**src/rtl/regfile_dump.sv**
```systemverilog
// regfile_dump: parametrised two-read-port register file with write-first
// bypass, optional hardwired zero register and a streaming debug-dump port.
//
// Dump handshake: a word is transferred on a rising edge where
// dump_valid && dump_ready are both high; while dump_valid is high and
// dump_ready is low, dump_idx/dump_data hold their values (a snapshot taken
// when the word was loaded, unaffected by later writes to that register).
module regfile_dump #(
    parameter int DATA_W   = 32,
    parameter int ADDR_W   = 5,
    parameter int ZERO_REG = 1
) (
    input  logic              clk,
    input  logic              rst_n,
    input  logic [ADDR_W-1:0] rd_addr1,
    output logic [DATA_W-1:0] rd_data1,
    input  logic [ADDR_W-1:0] rd_addr2,
    output logic [DATA_W-1:0] rd_data2,
    input  logic              wr_en,
    input  logic [ADDR_W-1:0] wr_addr,
    input  logic [DATA_W-1:0] wr_data,
    input  logic              dump_start,
    output logic              dump_busy,
    output logic              dump_valid,
    input  logic              dump_ready,
    output logic [ADDR_W-1:0] dump_idx,
    output logic [DATA_W-1:0] dump_data,
    output logic              dump_done
);

    localparam int DEPTH = 2 ** ADDR_W;
    localparam logic [ADDR_W-1:0] LAST_IDX = ADDR_W'(DEPTH - 1);

    typedef enum logic {
        IDLE = 1'b0,
        SEND = 1'b1
    } state_t;

    state_t            state;
    state_t            state_nx;
    logic [DATA_W-1:0] bank [DEPTH];
    logic [ADDR_W-1:0] idx_nx;
    logic [ADDR_W-1:0] idx_inc;
    logic [DATA_W-1:0] data_nx;
    logic              done_nx;
    logic              wr_ok;

    // Register 0 swallows writes when it is hardwired to zero.
    assign wr_ok   = wr_en && !((ZERO_REG != 0) && (wr_addr == '0));
    assign idx_inc = dump_idx + ADDR_W'(1);

    // Value a read of address a returns this cycle, including the write bypass.
    function automatic logic [DATA_W-1:0] fwd(input logic [ADDR_W-1:0] a);
        if ((ZERO_REG != 0) && (a == '0))
            return '0;
        else if (wr_en && (wr_addr == a))
            return wr_data;
        else
            return bank[a];
    endfunction

    // Register bank: cleared on reset, single write port.
    always_ff @(posedge clk or negedge rst_n) begin
        if (!rst_n) begin
            for (int i = 0; i < DEPTH; i++) bank[i] <= '0;
        end else if (wr_ok) begin
            bank[wr_addr] <= wr_data;
        end
    end

    // Registered read ports with same-edge write forwarding.
    always_ff @(posedge clk or negedge rst_n) begin
        if (!rst_n) begin
            rd_data1 <= '0;
            rd_data2 <= '0;
        end else begin
            rd_data1 <= fwd(rd_addr1);
            rd_data2 <= fwd(rd_addr2);
        end
    end

    // Dump FSM state and output word registers.
    always_ff @(posedge clk or negedge rst_n) begin
        if (!rst_n) begin
            state     <= IDLE;
            dump_idx  <= '0;
            dump_data <= '0;
            dump_done <= 1'b0;
        end else begin
            state     <= state_nx;
            dump_idx  <= idx_nx;
            dump_data <= data_nx;
            dump_done <= done_nx;
        end
    end

    // Dump FSM next state: load word 0 on start, advance on each accept.
    always_comb begin
        state_nx   = state;
        idx_nx     = dump_idx;
        data_nx    = dump_data;
        done_nx    = 1'b0;
        dump_valid = 1'b0;
        dump_busy  = 1'b0;
        case (state)
            IDLE: begin
                if (dump_start) begin
                    state_nx = SEND;
                    idx_nx   = '0;
                    data_nx  = fwd('0);
                end
            end
            SEND: begin
                dump_valid = 1'b1;
                dump_busy  = 1'b1;
                if (dump_ready) begin
                    if (dump_idx == LAST_IDX) begin
                        state_nx = IDLE;
                        done_nx  = 1'b1;
                    end else begin
                        idx_nx  = idx_inc;
                        data_nx = fwd(idx_inc);
                    end
                end
            end
            default: state_nx = IDLE;
        endcase
    end

endmodule
```
**config.mk**
```make
export PLATFORM = sky130hd
export DESIGN_NAME = regfile_dump
export DESIGN_NICKNAME = d
export VERILOG_FILES = /design/src/rtl/regfile_dump.sv
export SDC_FILE = /design/constraint.sdc
export NUM_CORES = 2
export LEC_CHECK = 0
export BUFFER_PORTS_ARGS = -buffer_cell sky130_fd_sc_hd__buf_2
export CORE_MARGIN = 2
export CORE_UTILIZATION = 45
export CTS_BUF_LIST = sky130_fd_sc_hd__clkbuf_2 sky130_fd_sc_hd__clkbuf_4 sky130_fd_sc_hd__clkbuf_8
export CTS_CLUSTER_SIZE = 28
export DETAILED_ROUTE_END_ITERATION = 10
export HOLD_SLACK_MARGIN = 0.05
export PLACE_DENSITY = 0.58
export REMOVE_ABC_BUFFERS = 1
export SLEW_MARGIN = 20
export SYNTH_ARGS = -nofsm -noshare
export SYNTH_HDL_FRONTEND = slang
export SYNTH_SLANG_ARGS = --single-unit
```
**constraint.sdc**
```tcl
create_clock -name clk -period 3.35 [get_ports clk]
set_input_delay 0.67 -clock clk [delete_from_list [all_inputs] [get_ports clk]]
set_output_delay 0.67 -clock clk [all_outputs]
set_load 0.01 [all_outputs]
```
==> flow_summary_export.csv <==
group,metric,value,unit
floorplan,dieHeight,389,um
run_status,status,"completed",
global_routing,met3_usage,8.48,%
sta,maxSlewHeadroom,27.0,%
final_layout,drive_gt1_share,58.9,%
placement,placed_cells,6300,
global_routing,grtUsageMet2,47.3,%
sta,tns,0,ps
hold_path,hold-path-endpoint,"rd_data2[30]",
power,p_sw,16900,uW
final_layout,fin_area,76000,um2
worst_setup_path,timing.rr.start,"dump_idx[0]",
detailed_routing,vias,45769,
clock_network,post_cts_buffers,0,
synth,synth-edff-count,0,
synth,syn_area,66900,um2
floorplan,dieArea,152000,um2
power,p_int,34000,uW
worst_setup_path,crit_cells,3,
sta,tightest_slew,1100,ps
floorplan,start_util,45.3,%
placement,placed_area,71600,um2
clock_network,cts_tree,"yes",
worst_setup_path,critPathBufInv,3,
global_routing,grt_overflow,0,
clock_network,cts-htree-levels,4,
detailed_routing,antenna_left,0,
worst_setup_path,arrival,2440,ps
worst_setup_path,critPathMaxStageDelay,450,ps
detailed_routing,drt_pass1_iterations,6,
sta,finalMaxSlewViolations,0,
clock_network,cts_resized,0,
sta,fin_crit,3110,ps
sta,hold_violations,0,
detailed_routing,drc_errors,0,
clock_network,cts_root_buf,"clkbuf_8",
worst_setup_path,end_kind,"output port",
worst_setup_path,rr_endpoint,"dump_data[12]",
synth,ys_async_sr_fraction,100,%
synth,ys_types,57,
sta,finalCritPeriodShare,92.9,%
flow_run,cap_violations,0,
hold_path,hold-path-cell-count,3,
hold_path,hold_start,"wr_data[30]",
power,seq_power_share,37.0,%
floorplan,pin_count,156,
placement,numPortBuffers,155,
synth,yosysSeqAreaShare,42.2,%
synth,synth-seq-cells,1127,
placement,routabilityCongestion,0.848,
placement,dp_slack,355,ps
synth,netlist_instances,4436,
clock_network,cts.sinks,1127,
global_routing,use_met1,45.5,%
power,p_per_area,669,nW/um2
worst_setup_path,reg2reg_depth,8,
detailed_routing,dr.first_iter.drc_count,4899,
final_layout,stdcell_count,6672,
clock_network,clk_pin_slew,60,ps
power,peakVddDrop,0.453,mV
floorplan,die_x,389,um
worst_setup_path,ff2ff_setup_slack,290,ps
sta,grt_setup_unrepaired,"no",
final_layout,syn_to_final_growth,13.7,%
global_routing,grt_pass1_vias,45955,
synth,syn_avg_cell_area,15.1,um2
floorplan,rows,141,
clock_network,numCtsBuffers,204,
global_routing,antenna_found_initial,12,
worst_setup_path,cp_cell_sequence,"buf_4 > buf_4 > buf_2",
final_layout,fin_nets,4635,
global_routing,grt_max_degree,120,
global_routing,grt_busiest_layer,"met2",
sta,setup_viol,0,
clock_network,cts_max_path_buffers,3,
floorplan,core,148000,um2
hold_path,hold_class,"in2reg",
detailed_routing,vias_per_cell,6.86,
placement,hpwl,147000,um
worst_setup_path,cp_top_family,"buffers and inverters",
sta,worst_slack,238,ps
sta,max_freq,321,MHz
power,combPwrFrac,35.3,%
power,leakage,0.0323,uW
detailed_routing,wl_per_cell,36.0,um
global_routing,grt_pass1_wl,348000,um
power,p_sw_share,33.2,%
worst_setup_path,slowest_stage,"dfrtp_4",
synth,synth_ff_type,"dfrtp_1",
worst_setup_path,crit_path_start_kind,"register",
worst_setup_path,critical_path_class,"reg2out",
power,clkPwrFrac,27.7,%
worst_setup_path,crit_fanout,17,
sta,clock_skew,66.9,ps
clock_network,insertion_delay,980,ps
global_routing,track_usage,32.0,%
worst_setup_path,crit_path_frequent_cell,"buf_4",
worst_setup_path,required,2680,ps
synth,synth_warnings,0,
detailed_routing,drt_wl_total,240000,um
worst max path at each step:
stage	start	end	slack (ps)
3_5_place_dp	rd_addr1[4]	rd_data1[5]	360
2_1_floorplan	dump_idx[0]	dump_data[0]	-12140
6_report	dump_idx[0]	dump_idx[0]	240
5_1_grt	dump_idx[0]	dump_idx[0]	150
3_3_place_gp	rd_addr1[4]	rd_data1[5]	360
4_1_cts	dump_idx[0]	dump_idx[0]	180
placed cells by master, fill, tap and decap left out, types with 6 or more instances in the layout:
cell type | synthesis | final
a22o_1 | 22 | 22
and2_1 | 21 | 21
a221o_1 | 11 | 11
nand2_4 | 0 | 16
nand2_1 | 124 | 106
o311ai_0 | 32 | 32
nor2_1 | 57 | 40
nor3_1 | 21 | 21
o21ai_0 | 49 | 49
and3_1 | 7 | 7
a221oi_1 | 18 | 18
mux4_2 | 773 | 773
o221ai_1 | 32 | 32
clkinv_2 | 0 | 30
nor2b_1 | 18 | 16
a21oi_1 | 11 | 10
o31ai_1 | 32 | 32
xor2_1 | 11 | 10
a211oi_1 | 23 | 23
a22oi_1 | 6 | 6
nor2_4 | 0 | 17
buf_4 | 38 | 209
a2bb2oi_1 | 32 | 32
mux2i_1 | 164 | 164
dfrtp_1 | 1127 | 1126
clkbuf_8 | 0 | 257
mux2_2 | 1135 | 1135
clkbuf_4 | 0 | 59
nand3_1 | 52 | 52
o22ai_1 | 65 | 65
buf_2 | 123 | 146
buf_12 | 0 | 98
timing repair:
item | CTS | global route
hold buffers | 4 | 0
setup endpoints to repair | 0 | 0
hold endpoints to repair | 67 | 0
routing by layer:
layer | share of wire, % | up-vias
li1 | - | 17990
met1 | 42 | 24754
met2 | 45 | 2496
met3 | 9.7 | 521
met4 | 3.9 | 8
met5 | 0.018 | -
Yosys cell counts (5+ instances only):
master	count	area share (%)
a221oi_1	18	0.24
buf_6	14	0.24
a211oi_1	23	0.26
clkbuf_1	280	1.6
nor2_1	57	0.32
o21ai_0	49	0.37
buf_2	123	0.92
o311ai_0	32	0.42
nand3_1	52	0.39
and3_1	7	0.066
nand2b_1	7	0.066
xnor2_1	5	0.066
or2_2	5	0.047
mux2i_1	164	2.5
nand2_1	124	0.70
a2bb2oi_1	32	0.42
nor3_1	21	0.16
buf_4	38	0.43
o221ai_1	32	0.42
a22o_1	22	0.29
a21oi_1	11	0.082
a221o_1	11	0.16
o31ai_1	32	0.36
mux4_2	773	26
a22oi_1	6	0.067
and2_1	21	0.20
a31oi_1	5	0.047
xor2_1	11	0.14
nor2b_1	18	0.17
dfrtp_1	1127	42
buf_1	71	0.40
mux2_2	1135	19
o22ai_1	65	0.61
stage by stage:
| stage | utilization [%] | total power [uW] | hold WS, ps |
|---|---|---|---|
| floorplan | - | 29100 | 374 |
| global placement | 48.5 | 36600 | 402 |
| detailed placement | 48.5 | 36800 | 406 |
| CTS | 51.5 | 51000 | 124 |
| global route | 51.5 | 53000 | 223 |
| finish | 51.5 | 50900 | 220 |
worst min-delay path, delay by kind of cell:
| family | cells | cell delay, ps |
|---|---|---|
| and+or+nand+nor | 1 | 120 |
| buffers and inverters | 1 | 280 |
| AOI/OAI and AO/OA | 1 | 60 |
state kept, by name (all words and copies together) (netlist names):
signal	count
bank	1024
dump_data	32
rd_data1	32
rd_data2	32
dump_idx	5
dump_done	1
state	1
area by class of cell:
| cell class | instances | area (um2) |
|---|---|---|
| fillers | 12390 | 71600 |
| multi-input cells | 2779 | 36600 |
| flip-flops and latches | 1127 | 28200 |
| repair buffers | 464 | 4400 |
| clock buffers | 316 | 3980 |
| well taps | 1930 | 2410 |
| clock inverters | 47 | 392 |
| inverters | 4 | 20.0 |
| diodes | 5 | 12.5 |
kinds of logic after synthesis:
group | Yosys count | share of synthesized area [%]
xor gates and xnor gates | 18 | 0.286
DFF | 1127 | 42.2
buffers and inverters | 530 | 3.58
and+or+nand+nor | 336 | 2.37
muxes | 2072 | 47.6
adders and majority gates | 3 | 0.0562
AOI/OAI and AO/OA | 350 | 3.91
power by group through the flow:
stage                     Combinational, uW  Clock [uW]  Sequential [uW]
after floorplan                       10900           0            18200
after global placement                17700           0            18900
final                                 17900       14100            18800
after detailed placement              17800           0            19000
after global routing                  18900       14900            19200
after CTS                             17900       14300            18800
Note: power is estimated with default switching activity, not from simulation.
